[src/rtl/collision_pair_scheduler_pkg.sv]
// Shared types and default sizing for the collision pair scheduler.
package collision_pair_scheduler_pkg;

  typedef enum logic [1:0] {
    IDLE = 2'd0,
    SCAN = 2'd1,
    WAIT = 2'd2,
    DONE = 2'd3
  } state_t;

  localparam int DEF_NUM_BALLS = 16;
  localparam int DEF_IDX_W     = 4;
  localparam int DEF_COOLDOWN  = 5;

endpackage

[src/rtl/collision_pair_scheduler_pair_iterator.sv]
// Walks the upper-triangle ball pairs (i<j) in row-major order; holds on the final pair.
module pair_iterator
  import collision_pair_scheduler_pkg::*;
#(
  parameter int NUM_BALLS = DEF_NUM_BALLS,
  parameter int IDX_W     = DEF_IDX_W
) (
  input  logic             clk,
  input  logic             reset,
  input  logic             init,
  input  logic             advance,
  output logic [IDX_W-1:0] i,
  output logic [IDX_W-1:0] j,
  output logic             last
);

  localparam logic [IDX_W-1:0] LAST_I = IDX_W'(NUM_BALLS - 2);
  localparam logic [IDX_W-1:0] LAST_J = IDX_W'(NUM_BALLS - 1);

  assign last = (i == LAST_I) && (j == LAST_J);

  always_ff @(posedge clk or posedge reset) begin
    if (reset) begin
      i <= '0;
      j <= '0;
    end else if (init) begin
      i <= '0;
      j <= IDX_W'(1);
    end else if (advance && !last) begin
      if (j < LAST_J) begin
        j <= j + 1'b1;
      end else begin
        i <= i + 1'b1;
        j <= i + IDX_W'(2);
      end
    end
  end

endmodule

[src/rtl/collision_pair_scheduler.sv]
// Per-frame scheduler feeding ball pairs to a shared collision checker, with per-ball cooldown.
// Optional build macro POCKET_SKIP_EN: also skip pairs whose balls are off the table (ball_active).
module collision_pair_scheduler
  import collision_pair_scheduler_pkg::*;
#(
  parameter int NUM_BALLS = DEF_NUM_BALLS,
  parameter int IDX_W     = DEF_IDX_W,
  parameter int COOLDOWN  = DEF_COOLDOWN
) (
  input  logic                 clk,
  input  logic                 reset,
  input  logic                 frame_tick,
  input  logic [NUM_BALLS-1:0] ball_active,
  output logic                 req_valid,
  output logic [IDX_W-1:0]     req_a,
  output logic [IDX_W-1:0]     req_b,
  input  logic                 req_ready,
  input  logic                 resp_valid,
  input  logic                 resp_collided,
  output logic                 hit_valid,
  output logic [IDX_W-1:0]     hit_a,
  output logic [IDX_W-1:0]     hit_b,
  output logic                 busy,
  output logic                 scan_done,
  output logic                 overrun
);

  localparam logic [2:0] CD_LOAD = 3'(COOLDOWN);

  state_t               state;
  logic [2:0]           cooldown [NUM_BALLS];
  logic [NUM_BALLS-1:0] lock;
  logic [IDX_W-1:0]     pair_i;
  logic [IDX_W-1:0]     pair_j;
  logic                 pair_last;
  logic                 eligible;
  logic                 iter_init;
  logic                 iter_advance;

  always_comb begin
    eligible = (cooldown[pair_i] == 3'd0) && (cooldown[pair_j] == 3'd0) &&
               !lock[pair_i] && !lock[pair_j];
`ifdef POCKET_SKIP_EN
    eligible = eligible && ball_active[pair_i] && ball_active[pair_j];
`endif
  end

`ifndef POCKET_SKIP_EN
  logic unused_ball_active;
  assign unused_ball_active = ^ball_active;
`endif

  // The iterator moves on skipped pairs in SCAN and on every checker response in WAIT.
  assign iter_init    = (state == IDLE) && frame_tick;
  assign iter_advance = ((state == SCAN) && !req_valid && !eligible) ||
                        ((state == WAIT) && resp_valid);

  pair_iterator #(
    .NUM_BALLS (NUM_BALLS),
    .IDX_W     (IDX_W)
  ) u_pair_iterator (
    .clk     (clk),
    .reset   (reset),
    .init    (iter_init),
    .advance (iter_advance),
    .i       (pair_i),
    .j       (pair_j),
    .last    (pair_last)
  );

  always_ff @(posedge clk or posedge reset) begin
    if (reset) begin
      state     <= IDLE;
      req_valid <= 1'b0;
      req_a     <= '0;
      req_b     <= '0;
      hit_valid <= 1'b0;
      hit_a     <= '0;
      hit_b     <= '0;
      busy      <= 1'b0;
      scan_done <= 1'b0;
      overrun   <= 1'b0;
      lock      <= '0;
      for (int k = 0; k < NUM_BALLS; k++) cooldown[k] <= 3'd0;
    end else begin
      hit_valid <= 1'b0;
      scan_done <= 1'b0;
      overrun   <= frame_tick && (state != IDLE);
      unique case (state)
        IDLE: begin
          if (frame_tick) begin
            for (int k = 0; k < NUM_BALLS; k++) begin
              if (cooldown[k] != 3'd0) cooldown[k] <= cooldown[k] - 3'd1;
            end
            lock  <= '0;
            busy  <= 1'b1;
            state <= SCAN;
          end
        end
        // Requests are launched one cycle after the pair is found eligible and held until accepted.
        SCAN: begin
          if (req_valid) begin
            if (req_ready) begin
              req_valid <= 1'b0;
              state     <= WAIT;
            end
          end else if (eligible) begin
            req_valid <= 1'b1;
            req_a     <= pair_i;
            req_b     <= pair_j;
          end else if (pair_last) begin
            busy      <= 1'b0;
            scan_done <= 1'b1;
            state     <= DONE;
          end
        end
        // Reloads only happen here, never alongside the IDLE decrement, so a reload always wins.
        WAIT: begin
          if (resp_valid) begin
            if (resp_collided) begin
              hit_valid        <= 1'b1;
              hit_a            <= pair_i;
              hit_b            <= pair_j;
              cooldown[pair_i] <= CD_LOAD;
              cooldown[pair_j] <= CD_LOAD;
              lock[pair_i]     <= 1'b1;
              lock[pair_j]     <= 1'b1;
            end
            if (pair_last) begin
              busy      <= 1'b0;
              scan_done <= 1'b1;
              state     <= DONE;
            end else begin
              state <= SCAN;
            end
          end
        end
        DONE: state <= IDLE;
      endcase
    end
  end

endmodule

[config.mk]
export PLATFORM = sky130hd
export DESIGN_NAME = collision_pair_scheduler
export DESIGN_NICKNAME = d
export VERILOG_FILES = /design/src/rtl/collision_pair_scheduler_pkg.sv /design/src/rtl/collision_pair_scheduler_pair_iterator.sv /design/src/rtl/collision_pair_scheduler.sv
export SDC_FILE = /design/constraint.sdc
export NUM_CORES = 1
export LEC_CHECK = 0
export BUFFER_PORTS_ARGS = -buffer_cell sky130_fd_sc_hd__buf_2
export CORE_MARGIN = 2
export CORE_UTILIZATION = 53
export CTS_CLUSTER_DIAMETER = 40
export DETAILED_ROUTE_END_ITERATION = 16
export PLACE_DENSITY_LB_ADDON = 0.25
export SYNTH_ARGS = -nofsm -noshare
export SYNTH_HDL_FRONTEND = slang
export SYNTH_HIERARCHICAL = 1
export SYNTH_SLANG_ARGS = --single-unit
[constraint.sdc]
create_clock -name clk -period 4.7 [get_ports clk]
set_input_delay 0.235 -clock clk [delete_from_list [all_inputs] [get_ports clk]]
set_output_delay 0.235 -clock clk [all_outputs]
set_load 0.02 [all_outputs]
==> metrics.md <==
| Metric | Value |
|---|---|
| Post-synthesis adder-cell area fraction | 9.31% |
| MaxCap Viol Count | 0 |
| Initial core utilization | 54.8% |
| Internal Power | 0.00197 W |
| Die W | 105 µm |
| Core Util, Final | 58.9% |
| Post CTS Setup Buffer Count | 0 |
| Rows | 36 |
| P_leak | 2.76 nW |
| Max VDD drop | 0.000265 V |
| Routed via count | 4385 |
| Post-synth EDFFs | 0 |
| Total track usage | 23.6% |
| Largest net degree at the start of global routing | 65 |
| Initial antenna violation count | 0 |
| Combinational family with the most area after synthesis | compound AO/OA/AOI/OAI gates |
| Final net count | 642 |
| Ys Warns | 6 |
| Initial DRC Count | 429 |
| Hold Path End | overrun |
| Synthesized cell area | 5380 µm² |
| Crit path time final | 3.26 ns |
| Worst-Margin Slew | 1.19 ns |
| Dominant cell type by area after synthesis | dfrtp_1 |
| R2R Path End | cooldown[3] |
| CP Class | reg -> reg |
| Total die area | 11000 µm² |
| Crit start category | register |
| Synth Register Bits | 95 |
| Clock Tree Root | clkbuf_8 |
| Unrepaired setup endpoints after global routing | no |
| CP Capture Type | register |
| Syn_nets | 625 |
| 1st-pass router iterations | 5 |
| Mux contribution to synthesized area | 4.21% |
| Synth Area in Simple Gates | 16.1% |
| Syn Area/Cell | 9.55 µm² |
| Mean number of vias per cell | 6.11 |
| Antenna Cells | 0 |
| Clk sinks | 95 |
| Reg-to-reg startpoint | state[0] |
| CP arrival | 3.49 ns |
| Complex-gate fraction of the synthesized area | 19.6% |
| H-tree levels | 3 |
| Routed Antenna Nets | 0 |
| Pwr Density | 605 nW/µm² |
| Worst-path fanout max | 64 |
| Clock latency on the worst-skew pair | 0.36 ns |
| Chip height | 105 µm |
| Async S/R FF share, synth | 100% |
| Number of CTS-inserted buffers | 9 |
| Clk buf depth | 2 |
| First-pass GRT wire length | 21.0 mm |
| Fmax achieved | 307 MHz |
| DRC viols | 0 |
| Final WL | 12.4 mm |
| Slew margin rel. | 20.4% |
| Cts repair resizes | 0 |
| Clk slew on worst S/H paths | 0.09 ns |
| Hold buffer count at cts | 1 |
| Share of cells above drive strength 1 | 12.0% |
| Clk pwr share | 14.4% |
| DP HPWL | 8.48 mm |
| Post-Synth XOR/XNOR Area | 0.163% |
| Synth top area cells | dfrtp_1, ha_1, o21ai_0 |
| Seq/Total Area, Yosys | 44.2% |
| WL/cell | 17.2 µm |
| Sw frac | 43.8% |
| CTS tree | done |
| Skew final | 0.0140 ns |
| Area growth, synth to finish | 7.56% |
| Final worst-path cycle share | 69.3% |
| Io pins | 43 |
| Input/output buffers | 26 |
| TNS Setup | 0 ns |
| Number of hold violations in the final report | 0 |
| Netlist cell types | 57 |
| Critical path required time | 4.93 ns |
| R2R cell count | 7 |
| Hold Path Depth | 2 |
| Top FF cell, synth | dfrtp_1 |
| Hold_sp | frame_tick |
| Total power | 0.00350 W |
| Min-delay worst type | in -> reg |
| Vias in the first global route | 4291 |
| Grt total ovfl | 0 |
| Final Slew Violations | 0 |
| Setup violators final | 0 |
| CORE AREA | 9820 µm² |
| Reg2reg setup slack | 1.44 ns |
| Yosys top cell area share | 44.2% |
| Switching power | 0.00153 W |
| Placer congestion estimate | 0.900 |
| Seq pwr share | 39.2% |
| Result of the run | finished, final reports clean |
| Logic pwr share | 46.4% |
| Synth Instances | 563 |
Yosys cell counts (2+ instances only):
master and count:
nor2_1 39, ha_1 40, a221oi_1 2, a211oi_1 2
nand3b_1 15, o311ai_0 3, or3_1 3, o22ai_1 4
mux2i_1 2, mux2_4 7, and3_1 2, nand4_1 4
a32oi_1 7, o21a_1 17, nor2b_1 11, nand4_2 2
inv_1 62, a22oi_1 31, nand3_1 6, buf_6 2
nor3_1 5, nor4_1 15, nand2b_1 3, o31ai_1 18
clkbuf_1 15, dfrtp_1 95, o41ai_1 2, buf_2 5
nand2_1 51, a21oi_1 7, o32ai_1 2, buf_1 2
o21ai_0 51, mux2_2 8
sequential cells by signal, indices dropped and copies added, names as in the netlist:
| name | count |
|---|---|
| busy | 1 |
| hit_a | 4 |
| state | 2 |
| req_a | 4 |
| u_pair_iterator/j | 4 |
| cooldown | 48 |
| hit_valid | 1 |
| req_valid | 1 |
| req_b | 4 |
| hit_b | 4 |
| lock | 16 |
| overrun | 1 |
| u_pair_iterator/i | 4 |
| scan_done | 1 |
how the worst max path moves through the flow:
stage                   from      endpoint  slack, ns  depth (start not counted)
detailed placement  state[0]   cooldown[3]       1.48                          7
floorplan              reset          busy       2.21                          1
global route        state[0]  cooldown[45]       1.10                          7
CTS                 state[0]   cooldown[3]       1.48                          7
global placement    state[0]   cooldown[3]       1.62                          7
finish              state[0]   cooldown[3]       1.44                          7
per-layer routing:
metal / GRT usage, % / part of all wire (%) / wire, µm / up-vias
met3: 4.12 / 5.4 / 669 / 11
met5: 0 / 0 / 0 / -
met4: 5.81 / 0.95 / 117 / 0
li1: - / - / - / 2052
met1: 34.5 / 46 / 5750 / 2169
met2: 36.5 / 47 / 5840 / 153
cells by family (layout without fill, tap and decap cells):
| logic type | Yosys count | after routing |
|---|---|---|
| adder cells (fa/ha/maj) | 40 | 40 |
| AO/OA/AOI/OAI | 156 | 156 |
| XOR/XNOR | 1 | 1 |
| AND/OR/NAND/NOR | 167 | 167 |
| flip-flops | 95 | 95 |
| buffers and inverters | 86 | 108 |
| multiplexers | 18 | 18 |
layout make-up:
cell class	instances	area, µm²
clock buffer	12	155
clock inverter	4	30.0
fill	873	4040
inverter	62	234
multi-input combinational	382	2660
sequential	95	2380
tap	133	166
timing repair buffer	30	163
through the flow:
stage | instances | hold WS, ns | instance area [µm²] | worst slack (ns)
global placement | 701 | 0.215 | 5590 | 1.62
finish | 718 | 0.125 | 5780 | 1.44
CTS | 718 | 0.114 | 5780 | 1.48
floorplan | 563 | 0.0507 | 5380 | 2.21
global route | 718 | 0.127 | 5780 | 1.10
detailed placement | 701 | 0.220 | 5590 | 1.48
cells in the final DEF, fill, tap and decap left out, types with 3 or more instances in the layout:
| cell | n |
|---|---|
| a21oi_1 | 7 |
| a22oi_1 | 31 |
| a32oi_1 | 7 |
| buf_2 | 26 |
| buf_4 | 3 |
| clkbuf_8 | 11 |
| clkinvlp_4 | 4 |
| dfrtp_1 | 95 |
| ha_1 | 40 |
| inv_1 | 61 |
| mux2_2 | 8 |
| mux2_4 | 7 |
| nand2_1 | 50 |
| nand2b_1 | 3 |
| nand3_1 | 6 |
| nand3b_1 | 15 |
| nand4_1 | 4 |
| nor2_1 | 39 |
| nor2b_1 | 11 |
| nor3_1 | 5 |
| nor4_1 | 15 |
| o21a_1 | 17 |
| o21ai_0 | 51 |
| o22ai_1 | 4 |
| o311ai_0 | 3 |
| o31ai_1 | 18 |
| or3_1 | 3 |
critical path: stages (launching register included):
cell and delay, ns:
dfrtp_1 0.42, inv_1 0.14, ha_1 0.24, nand2_1 0.46, inv_1 0.53, nand2_2 0.73
o21ai_0 0.42, o21ai_0 0.13
power groups by stage:
stage	clock network, W	registers (W)	logic [W]
5_1_grt	0.000551	0.00142	0.00184
3_3_place_gp	0	0.00137	0.00152
4_1_cts	0.000520	0.00137	0.00162
2_1_floorplan	0	0.00134	0.00120
3_5_place_dp	0	0.00138	0.00162
6_report	0.000502	0.00137	0.00162
No activity file was read; power rests on OpenSTA's default activity.
